===== src/rtl/rcc_bdcr_ctrl_pkg.sv =====
// Shared RCC definitions for the backup-domain control register.
// Holds the field bit positions, the readback mask and the LSE supervisor states.
package rcc_bdcr_ctrl_pkg;

   localparam int LSEON_BIT    = 0;
   localparam int LSERDY_BIT   = 1;
   localparam int LSEBYP_BIT   = 2;
   localparam int LSEDRV_LSB   = 3;
   localparam int LSECSSON_BIT = 5;
   localparam int LSECSSD_BIT  = 6;
   localparam int LSETMO_BIT   = 7;
   localparam int RTCSEL_LSB   = 8;
   localparam int RTCEN_BIT    = 15;
   localparam int BDRST_BIT    = 16;

   localparam logic [31:0] BDCR_MASK = 32'h0001_83FF;

   typedef enum logic [2:0] {
      LSE_OFF   = 3'd0,
      LSE_START = 3'd1,
      LSE_RUN   = 3'd2,
      LSE_FAIL  = 3'd3,
      LSE_TMO   = 3'd4
   } lse_state_e;

endpackage


===== src/rtl/rcc_bdcr_ctrl_sync_nff.sv =====
// N-flop synchroniser with asynchronous active-high reset.
// Reusable for any asynchronous RCC oscillator ready input.
module rcc_sync_nff #(
   parameter int STAGES = 2
) (
   input  logic clk,
   input  logic rst,
   input  logic d,
   output logic q
);

   logic [STAGES-1:0] sync_q;
   logic [STAGES-1:0] sync_d;

   always_comb begin
      sync_d = {sync_q[STAGES-2:0], d};
   end

   always_ff @(posedge clk or posedge rst) begin
      if (rst) begin
         sync_q <= '0;
      end else begin
         sync_q <= sync_d;
      end
   end

   assign q = sync_q[STAGES-1];

endmodule


===== src/rtl/rcc_bdcr_ctrl.sv =====
// Backup-domain control register: LSE controls, write-once RTC clock select,
// write-protect gate, LSE ready synchroniser and LSE startup/CSS supervisor.
module rcc_bdcr_ctrl
   import rcc_bdcr_ctrl_pkg::*;
#(
   parameter int SYNC_STAGES    = 2,
   parameter int TIMEOUT_CYCLES = 4096,
   parameter int CNT_W          = $clog2(TIMEOUT_CYCLES + 1)
) (
   input  logic        clk,
   input  logic        rst,
   input  logic        dbp,
   input  logic        wr_en,
   input  logic [3:0]  wr_be,
   input  logic [31:0] wr_data,
   output logic        wr_err,
   output logic [31:0] rd_data,
   input  logic        lserdy_async,
   output logic        lseon,
   output logic        lsebyp,
   output logic        lsecsson,
   output logic        rtcen,
   output logic        bdrst,
   output logic [1:0]  lsedrv,
   output logic [1:0]  rtcsel,
   output logic        css_irq
);

   localparam logic [CNT_W-1:0] CNT_LAST = CNT_W'(TIMEOUT_CYCLES - 1);
   localparam logic [CNT_W-1:0] CNT_MAX  = CNT_W'(TIMEOUT_CYCLES);

   lse_state_e state_q, state_d;
   logic [CNT_W-1:0] cnt_q, cnt_d;
   logic lseon_q, lseon_d;
   logic lsebyp_q, lsebyp_d;
   logic [1:0] lsedrv_q, lsedrv_d;
   logic lsecsson_q, lsecsson_d;
   logic lsecssd_q, lsecssd_d;
   logic lsetmo_q, lsetmo_d;
   logic [1:0] rtcsel_q, rtcsel_d;
   logic rtcsel_lock_q, rtcsel_lock_d;
   logic rtcen_q, rtcen_d;
   logic bdrst_q, bdrst_d;
   logic wr_err_q, wr_err_d;
   logic css_irq_q, css_irq_d;
   logic lserdy_sync;
   logic wr_ok;
   logic css_fail;
   logic tmo_set;
   logic unused_wr_bits;

   assign unused_wr_bits = ^{wr_be[3], wr_data[31:17], wr_data[14:10], wr_data[7:6], wr_data[1]};

   rcc_sync_nff #(
      .STAGES (SYNC_STAGES)
   ) u_lserdy_sync (
      .clk (clk),
      .rst (rst),
      .d   (lserdy_async),
      .q   (lserdy_sync)
   );

   always_comb begin
      state_d       = state_q;
      cnt_d         = cnt_q;
      lseon_d       = lseon_q;
      lsebyp_d      = lsebyp_q;
      lsedrv_d      = lsedrv_q;
      lsecsson_d    = lsecsson_q;
      lsecssd_d     = lsecssd_q;
      lsetmo_d      = lsetmo_q;
      rtcsel_d      = rtcsel_q;
      rtcsel_lock_d = rtcsel_lock_q;
      rtcen_d       = rtcen_q;
      bdrst_d       = bdrst_q;
      wr_ok         = wr_en & dbp;
      wr_err_d      = wr_en & ~dbp;
      css_irq_d     = 1'b0;
      css_fail      = 1'b0;
      tmo_set       = 1'b0;

      case (state_q)
         LSE_OFF: begin
            cnt_d = '0;
            if (lseon_q) begin
               state_d = LSE_START;
            end
         end
         LSE_START: begin
            if (lserdy_sync) begin
               state_d = LSE_RUN;
            end else if (cnt_q == CNT_LAST) begin
               state_d = LSE_TMO;
               tmo_set = 1'b1;
            end else if (cnt_q != CNT_MAX) begin
               cnt_d = cnt_q + 1'b1;
            end
         end
         LSE_RUN: begin
            if (!lserdy_sync) begin
               if (lsecsson_q) begin
                  state_d  = LSE_FAIL;
                  css_fail = 1'b1;
               end else begin
                  state_d = LSE_START;
                  cnt_d   = '0;
               end
            end
         end
         LSE_FAIL, LSE_TMO: begin
            state_d = state_q;
         end
         default: begin
            state_d = LSE_OFF;
            cnt_d   = '0;
         end
      endcase

      // Switching the oscillator off overrides any transition, but a CSS hit
      // seen in the same cycle is still reported through css_fail below.
      if (!lseon_q) begin
         state_d = LSE_OFF;
         cnt_d   = '0;
      end

      if (wr_ok && wr_be[2]) begin
         bdrst_d = wr_data[BDRST_BIT];
      end else if (wr_ok && !bdrst_q) begin
         if (wr_be[0]) begin
            lseon_d = wr_data[LSEON_BIT];
            if (state_q == LSE_OFF && !lseon_q) begin
               lsebyp_d = wr_data[LSEBYP_BIT];
               lsedrv_d = wr_data[LSEDRV_LSB +: 2];
            end
            if (wr_data[LSECSSON_BIT]) begin
               lsecsson_d = 1'b1;
            end
         end
         if (wr_be[1]) begin
            rtcen_d = wr_data[RTCEN_BIT];
            if (!rtcsel_lock_q) begin
               rtcsel_d = wr_data[RTCSEL_LSB +: 2];
               if (wr_data[RTCSEL_LSB +: 2] != 2'b00) begin
                  rtcsel_lock_d = 1'b1;
               end
            end
         end
      end

      // The failure unlocks rtcsel after the write was judged against the old lock.
      if (css_fail) begin
         lsecssd_d     = 1'b1;
         css_irq_d     = 1'b1;
         lsecsson_d    = 1'b0;
         rtcsel_lock_d = 1'b0;
      end
      if (tmo_set) begin
         lsetmo_d = 1'b1;
      end

      if (bdrst_d) begin
         state_d       = LSE_OFF;
         cnt_d         = '0;
         lseon_d       = 1'b0;
         lsebyp_d      = 1'b0;
         lsedrv_d      = 2'b00;
         lsecsson_d    = 1'b0;
         lsecssd_d     = 1'b0;
         lsetmo_d      = 1'b0;
         rtcsel_d      = 2'b00;
         rtcsel_lock_d = 1'b0;
         rtcen_d       = 1'b0;
         css_irq_d     = 1'b0;
      end
   end

   always_ff @(posedge clk or posedge rst) begin
      if (rst) begin
         state_q       <= LSE_OFF;
         cnt_q         <= '0;
         lseon_q       <= 1'b0;
         lsebyp_q      <= 1'b0;
         lsedrv_q      <= 2'b00;
         lsecsson_q    <= 1'b0;
         lsecssd_q     <= 1'b0;
         lsetmo_q      <= 1'b0;
         rtcsel_q      <= 2'b00;
         rtcsel_lock_q <= 1'b0;
         rtcen_q       <= 1'b0;
         bdrst_q       <= 1'b0;
         wr_err_q      <= 1'b0;
         css_irq_q     <= 1'b0;
      end else begin
         state_q       <= state_d;
         cnt_q         <= cnt_d;
         lseon_q       <= lseon_d;
         lsebyp_q      <= lsebyp_d;
         lsedrv_q      <= lsedrv_d;
         lsecsson_q    <= lsecsson_d;
         lsecssd_q     <= lsecssd_d;
         lsetmo_q      <= lsetmo_d;
         rtcsel_q      <= rtcsel_d;
         rtcsel_lock_q <= rtcsel_lock_d;
         rtcen_q       <= rtcen_d;
         bdrst_q       <= bdrst_d;
         wr_err_q      <= wr_err_d;
         css_irq_q     <= css_irq_d;
      end
   end

   always_comb begin
      rd_data                      = '0;
      rd_data[LSEON_BIT]           = lseon_q;
      rd_data[LSERDY_BIT]          = lserdy_sync & (state_q == LSE_RUN);
      rd_data[LSEBYP_BIT]          = lsebyp_q;
      rd_data[LSEDRV_LSB +: 2]     = lsedrv_q;
      rd_data[LSECSSON_BIT]        = lsecsson_q;
      rd_data[LSECSSD_BIT]         = lsecssd_q;
      rd_data[LSETMO_BIT]          = lsetmo_q;
      rd_data[RTCSEL_LSB +: 2]     = rtcsel_q;
      rd_data[RTCEN_BIT]           = rtcen_q;
      rd_data[BDRST_BIT]           = bdrst_q;
      rd_data                      = rd_data & BDCR_MASK;
   end

   assign lseon    = lseon_q;
   assign lsebyp   = lsebyp_q;
   assign lsedrv   = lsedrv_q;
   assign lsecsson = lsecsson_q;
   assign rtcsel   = rtcsel_q;
   assign rtcen    = rtcen_q;
   assign bdrst    = bdrst_q;
   assign wr_err   = wr_err_q;
   assign css_irq  = css_irq_q;

endmodule

===== config.mk =====
export PLATFORM = sky130hd
export DESIGN_NAME = rcc_bdcr_ctrl
export DESIGN_NICKNAME = d
export VERILOG_FILES = /design/src/rtl/rcc_bdcr_ctrl_pkg.sv /design/src/rtl/rcc_bdcr_ctrl_sync_nff.sv /design/src/rtl/rcc_bdcr_ctrl.sv
export SDC_FILE = /design/constraint.sdc
export NUM_CORES = 1
export LEC_CHECK = 0
export ABC_CLOCK_PERIOD_IN_PS = 2000
export CAP_MARGIN = 10
export CORE_MARGIN = 8
export CORE_UTILIZATION = 30
export CTS_CLUSTER_DIAMETER = 60
export DETAILED_ROUTE_END_ITERATION = 8
export GPL_TIMING_DRIVEN = 0
export PLACE_DENSITY = 0.67
export SETUP_SLACK_MARGIN = 0.5
export SLEW_MARGIN = 40
export SYNTH_ARGS = -nofsm -noshare
export SYNTH_HDL_FRONTEND = slang
export SYNTH_SLANG_ARGS = --single-unit

===== constraint.sdc =====
create_clock -name clk -period 2 [get_ports clk]
set_input_delay 0.6 -clock clk [delete_from_list [all_inputs] [get_ports clk]]
set_output_delay 0.6 -clock clk [all_outputs]
set_load 0.05 [all_outputs]

======== Word level (Yosys, flattened, before mapping) ========
Index checks and enable logic that the tools add are counted.
storage, ports and cells
  logic and storage cells ................. 126
  register bits ........................... 32
  input bits .............................. 41
cells by class
  eq/ne operators ......................... 16
  reduce and logical (&&, ||, !) cells .... 26
  multiplexer cells ....................... 64
  bitwise operators ....................... 4
  add/sub/neg operators ................... 1
operators with widths
  operator                                               number
  2-to-1 mux 13 bit                                      7
  2-to-1 mux 1 bit                                       39
  case mux 13 bit (3 select lines)                       1
  2-to-1 mux 2 bit                                       11
  != test 4 bit, second input constant                   5
  2-to-1 mux 3 bit                                       5
  nonzero test 2 bit                                     7
  adder 13 x 1 -> 13 bit, second input constant          1
  equality test 13 x 12 -> 1 bit, second input constant  1
  != test 13 bit, second input constant                  1
  case mux 3 bit (4 select lines)                        1
  AND reduction 3 bit                                    4
  AND reduction 4 bit                                    3
  nonzero test 3 bit                                     4
  equality test 3 x 2 -> 1 bit, second input constant    2
  != test 3 bit, second input constant                   2
  AND reduction 6 bit                                    1
  != test 5 x 4 -> 1 bit, second input constant          1
  bitwise AND 1 bit                                      3
  equality test 3 x 1 -> 1 bit, second input constant    1
  equality test 3 bit, second input constant             1
  logical AND 1 bit                                      3
  zero test 3 bit                                        1
  zero test 1 bit                                        2
  other kinds (4)                                        4

======== Longest topological paths before layout ========
Gate-level depths: netlist of the first run.
  depth after elaboration ................. 8
  mapped depth ............................ 9
  depth with buffers taken out ............ 8

======== Cells and area by module ========
Synthesis of the first run repeated with hierarchy kept, for this count alone.
unflattened totals
  cells, all modules ...................... 215
  area, all modules ....................... 1950.6 µm²
modules (own cells, without submodules)
  module         times used  area an instance (µm²)  cells each
  rcc_bdcr_ctrl  1           1896.8                  212
  rcc_sync_nff   1           53.8                    3

======== Worst setup path before layout of the first run ========
OpenSTA, ideal clock, no wires.
  path type ............................... register to output
  start point ............................. register state_q[0]
  end point ............................... output port rd_data[1]
  stages on the path, launching flop included .. 4
  buffers on the path ..................... 0
  arrival ................................. 1.701 ns
  data required time ...................... 1.400 ns
  path slack .............................. -0.301 ns
  cells stage by stage .................... dfrtp_1 > inv_1 > nand2_1 > nor3_1
on the way
  cells in the longest elaborated chain, start to end .. 2
RTL lines
  item                          RTL line              RTL
  from (decl)                   rcc_bdcr_ctrl.sv:32   lse_state_e state_q, state_d;
  from (signal assigned)        rcc_bdcr_ctrl.sv:194  state_q <= state_d;
  equality test 3 x 2 -> 1 bit  rcc_bdcr_ctrl.sv:214  rd_data[LSERDY_BIT] = lserdy_sync & (state_q == LSE_RUN);
  bitwise AND 1 bit             rcc_bdcr_ctrl.sv:214
  to (decl)                     rcc_bdcr_ctrl.sv:17   output logic [31:0] rd_data,
Every way passes these cells.

======== Final worst setup path of the first run ========
  start point ............................. register state_q[0]
  end point ............................... register cnt_q[6]
on the way
  cells in the longest elaborated chain, start to end .. 5
  elaborated cells on any way between the ends .. 15
RTL lines
  item                                                                 RTL line              RTL
  equality test 3 x 2 -> 1 bit or equality test 3 bit (tied branches)  rcc_bdcr_ctrl.sv:82   case (state_q)
  OR reduction 2 bit                                                   rcc_bdcr_ctrl.sv:82
  case mux 13 bit (3 select lines)                                     rcc_bdcr_ctrl.sv:82
  2-to-1 mux 13 bit                                                    rcc_bdcr_ctrl.sv:121  if (!lseon_q) begin
  2-to-1 mux 13 bit                                                    rcc_bdcr_ctrl.sv:161  if (bdrst_d) begin
  to (signal assigned)                                                 rcc_bdcr_ctrl.sv:195  cnt_q <= cnt_d;
  to (decl)                                                            rcc_bdcr_ctrl.sv:33   logic [CNT_W-1:0] cnt_q, cnt_d;
Several ways; a longest one is shown, not always the timed one.
A chain may end at the register's enable or synchronous reset.

==> out/results.tsv, run 1 <==
stage	metric	value	unit
floorplan	floorplan.die_area	0.00907	mm2
clock_network	clock_tree_from_tritoncts	yes	
synth	synth_largest_type_area_fraction	42.5	%
layout	post-route-cell-area	0.00326	mm2
floorplan	num_io_pins	84	
worst_setup_path	crit_path_max_fanout	6	
global_route	grt_pass1_wl	8730	um
global_route	global_route.overflow_total	0	
layout	antenna-diode-count	0	
sta	worst_clock_skew_on_the_final_layout	0.00302	ns
pwr	share_comb_of_total_power	31.0	%
status	result_of_the_run	completed	
clock_network	cts_hold_buffers	0	
worst_setup_path	crit_path_start_kind	flop	
synth	synth_ff_type	sky130_fd_sc_hd__dfrtp_1	
sta	report.final.setup_viol	0	
sta	post-route-min-period	1.90	ns
sta	timing.final.hold_violations	0	
pwr	p_sw	0.580	mW
clock_network	clockRootBuffer	sky130_fd_sc_hd__clkbuf_8	
layout	nNetsFinal	354	
placement	io_buffer_count	39	
layout	drive_gt1_share	51.0	%
synth	synth-seq-cells	32	
detailed_routing	detail_route.iter0.violations	51	
detailed_routing	wl_per_cell	14.5	um
placement	gpl.final_weighted_congestion	0.835	
sta	timing.fmax	0.527	GHz
global_route	track_usage	12.1	%
pwr	power.internal	1.18	mW
synth	synthArstFlopShare	100	%
clock_network	worst_setup_hold_path_clk_slew	0.07	ns
worst_setup_path	crit_required	2.17	ns
detailed_routing	routed-via-count	1836	
synth	synth_area_leaders	sky130_fd_sc_hd__dfrtp_1 43%, sky130_fd_sc_hd__buf_4 12%, sky130_fd_sc_hd__nor2_1 4.6%, sky130_fd_sc_hd__o21ai_0 4.3%, sky130_fd_sc_hd__nand2_1 3.8%	
global_route	grt_pass1_vias	1836	
global_route	pin_count_of_the_biggest_net_entering_global_routing	33	
pwr	power_density	540	mW/mm2
clock_network	tritoncts_num_sinks	32	
synth	synth_enable_flop_cells	0	
run	max-cap-violations	0	
synth	synthDominantAreaCellType	sky130_fd_sc_hd__dfrtp_1	
synth	netlist_instances	211	
worst_setup_path	worstPathArrival	2.07	ns
detailed_routing	antenna_left	0	
sta	slew_worst_pin	0.699	ns
synth	yosysWarningCount	0	
clock_network	worstSkewPairLatency	0.29	ns
synth	synth-seq-area-share	42.5	%
worst_setup_path	critical_path.endpoint_type	flop	
placement	dpl.hpwl	3410	um
global_route	grt_antenna_before_repair	0	
synth	synth.lib_cells_used.distinct	47	
floorplan	design.core.area	0.00620	mm2
floorplan	initial_core_util	30.3	%
worst_setup_path	r2r_slack	0.10	ns
pwr	leakagePower	1.48	nW
worst_setup_path	timing.setup.critical_path_class	flop to flop	
worst_setup_path	critical_path.reg2reg.startpoint	state_q[0]	
sta	slew_violations	0	
clock_network	clock_tree.buffer_depth	2	
floorplan	floorplan.die.width	95.2	um
sta	layout_worst_path_cycle_share	94.9	%
floorplan	placement_rows	29	
pwr	power_frac_clock	30.3	%
synth	mappedNetlistArea	0.00188	mm2
pwr	worst_ir_drop_vdd	254	uV
sta	relSlewSlack	53.3	%
layout	syn_to_final_growth	73.1	%
clock_network	cts_buf_count	5	
hold_path	hold_class	flop to flop	
detailed_routing	drc	0	
detailed_routing	first_pass_iters	5	
pwr	switching_share	33.0	%
sta	whs	0.353	ns
sta	setup_repair_after_global_routing_missed_its_margin	true	
pwr	seq_power_share	38.7	%
synth	syn_avg_cell_area	8.92	um2
hold_path	timing.hold.worst_endpoint	u_lserdy_sync.sync_q[1]	
worst_setup_path	worst-r2r-cell-count	8	
worst_setup_path	timing.rr.end	cnt_q[6]	
hold_path	timing.hold.worst_path_depth	0	
clock_network	clock_tree.htree_level_count	2	
hold_path	worst_hold_startpoint	u_lserdy_sync.sync_q[0]	
placement	postPlaceCellArea	0.00258	mm2
detailed_routing	drt-total-wl	5630	um
detailed_routing	vias_per_cell	4.72	
floorplan	chipHeight	95.2	um
[per-layer routing]
metal / up-vias / routed length [um] / track usage, %
li1: 895 / - / -
met1: 875 / 2300 / 14.2
met2: 56 / 2830 / 19.9
met3: 10 / 421 / 3.94
met4: 0 / 79 / 5.33
met5: - / 0 / 0
[synthesized netlist by cell type (2+ instances only)]
| library cell | instances |
|---|---|
| sky130_fd_sc_hd__dfrtp_1 | 32 |
| sky130_fd_sc_hd__buf_4 | 31 |
| sky130_fd_sc_hd__nor2_1 | 23 |
| sky130_fd_sc_hd__nand2_1 | 19 |
| sky130_fd_sc_hd__o21ai_0 | 16 |
| sky130_fd_sc_hd__nand3_1 | 10 |
| sky130_fd_sc_hd__a21oi_1 | 9 |
| sky130_fd_sc_hd__inv_1 | 7 |
| sky130_fd_sc_hd__a31oi_1 | 4 |
| sky130_fd_sc_hd__a41oi_1 | 4 |
| sky130_fd_sc_hd__nor3_1 | 4 |
| sky130_fd_sc_hd__o21ai_1 | 4 |
| sky130_fd_sc_hd__a22o_1 | 3 |
| sky130_fd_sc_hd__and3_1 | 3 |
| sky130_fd_sc_hd__nand4_1 | 3 |
| sky130_fd_sc_hd__nor4_1 | 3 |
| sky130_fd_sc_hd__buf_6 | 2 |
| sky130_fd_sc_hd__clkbuf_1 | 2 |
| sky130_fd_sc_hd__ha_1 | 2 |
| sky130_fd_sc_hd__mux2i_1 | 2 |
| sky130_fd_sc_hd__o31a_1 | 2 |
[area by class of cell]
type | instances | area (um2)
fillers | 554 | 2950
inverters | 8 | 45.0
clock buffers | 6 | 82.6
clock inverters | 2 | 10.0
plain buffers | 38 | 332
multi-input cells | 153 | 1090
well taps | 77 | 96.3
repair buffers | 72 | 777
repair inverters | 1 | 8.76
flip-flops and latches | 32 | 817
[sequential cells by signal, summed over array words and instances (netlist names)]
signal / count
bdrst: 1
cnt_q: 13
css_irq: 1
lsebyp: 1
lsecssd_q: 1
lsecsson: 1
lsedrv: 2
lseon: 1
lsetmo_q: 1
rtcen: 1
rtcsel: 2
rtcsel_lock_q: 1
state_q: 3
u_lserdy_sync.sync_q: 2
wr_err: 1
[worst max-delay path by stage]
stage	cells past startpoint	to	startpoint
2_1_floorplan	3	rd_data[1]	state_q[0]
4_1_cts	9	cnt_q[6]	cnt_q[0]
3_3_place_gp	7	lsebyp	dbp
6_report	8	cnt_q[6]	state_q[0]
5_1_grt	8	cnt_q[6]	state_q[0]
3_5_place_dp	7	cnt_q[1]	dbp
[per-stage QoR]
step / setup TNS [ns] / std cells / worst slack (ns) / util (%) / power, mW
3_3_place_gp: -12.00 / 346 / -0.384 / 41.6 / 1.07
6_report: 0 / 389 / 0.103 / 52.5 / 1.76
3_5_place_dp: -7.93 / 346 / -0.403 / 41.6 / 1.07
2_1_floorplan: 0 / 230 / 0.315 / - / 0.967
5_1_grt: 0 / 389 / 0.0251 / 52.5 / 1.83
4_1_cts: 0 / 376 / 0.170 / 48.9 / 1.72
[logic make-up after synthesis]
family,share of synthesized area [%]
AOI/OAI and AO/OA,17.1
adders and majority gates,1.33
buffers and inverters,16.3
and+or+nand+nor,20.8
muxes,1.79
other,0.199
DFF,42.5
[worst max-delay path, cell delays in order, from the launching register on]
cell and delay (ns):
sky130_fd_sc_hd__dfrtp_2 0.44, sky130_fd_sc_hd__buf_6 0.15, sky130_fd_sc_hd__or3b_1 0.38, sky130_fd_sc_hd__o31a_1 0.13, sky130_fd_sc_hd__buf_4 0.14, sky130_fd_sc_hd__o311ai_2 0.14, sky130_fd_sc_hd__nor2_4 0.13, sky130_fd_sc_hd__a31oi_1 0.22
sky130_fd_sc_hd__a21oi_2 0.04
[power groups by stage]
stage	sequential, mW	clock (mW)	combinational [mW]
floorplan	0.738	0	0.229
global placement	0.698	0	0.370
detailed placement	0.698	0	0.373
CTS	0.682	0.552	0.490
global route	0.683	0.570	0.572
finish	0.682	0.533	0.546
[repair_timing]
action / 4_1_cts / 5_1_grt
endpoints found under the setup margin: 52 / 49
resized for setup: 227 / 38
pin swaps: 17 / 11
buffers inserted: 19 / 13
cloned: 3 / 0
[placed cells by master, fill, tap and decap left out, drive strengths merged, types with 7 or more instances in the layout]
cell and instances:
a21oi 10, buf 94, clkbuf 9, clkdlybuf4s50 11, conb 20, dfrtp 32
inv 7, nand2 19, nand3 10, nor2 25, o21ai 20
Note: power is estimated with default switching activity, not from simulation.
==> run 2, diff against run 1 <==
--- a/config.mk
+++ b/config.mk
@@ -9,7 +9,7 @@
 export CAP_MARGIN = 10
 export CORE_MARGIN = 8
 export CORE_UTILIZATION = 30
-export CTS_CLUSTER_DIAMETER = 60
+export CTS_CLUSTER_DIAMETER = 100
 export DETAILED_ROUTE_END_ITERATION = 8
 export GPL_TIMING_DRIVEN = 0
 export PLACE_DENSITY = 0.67
==> results of run 2 <==
No change in the layout: final DEF, timing and power equal those of run 1.
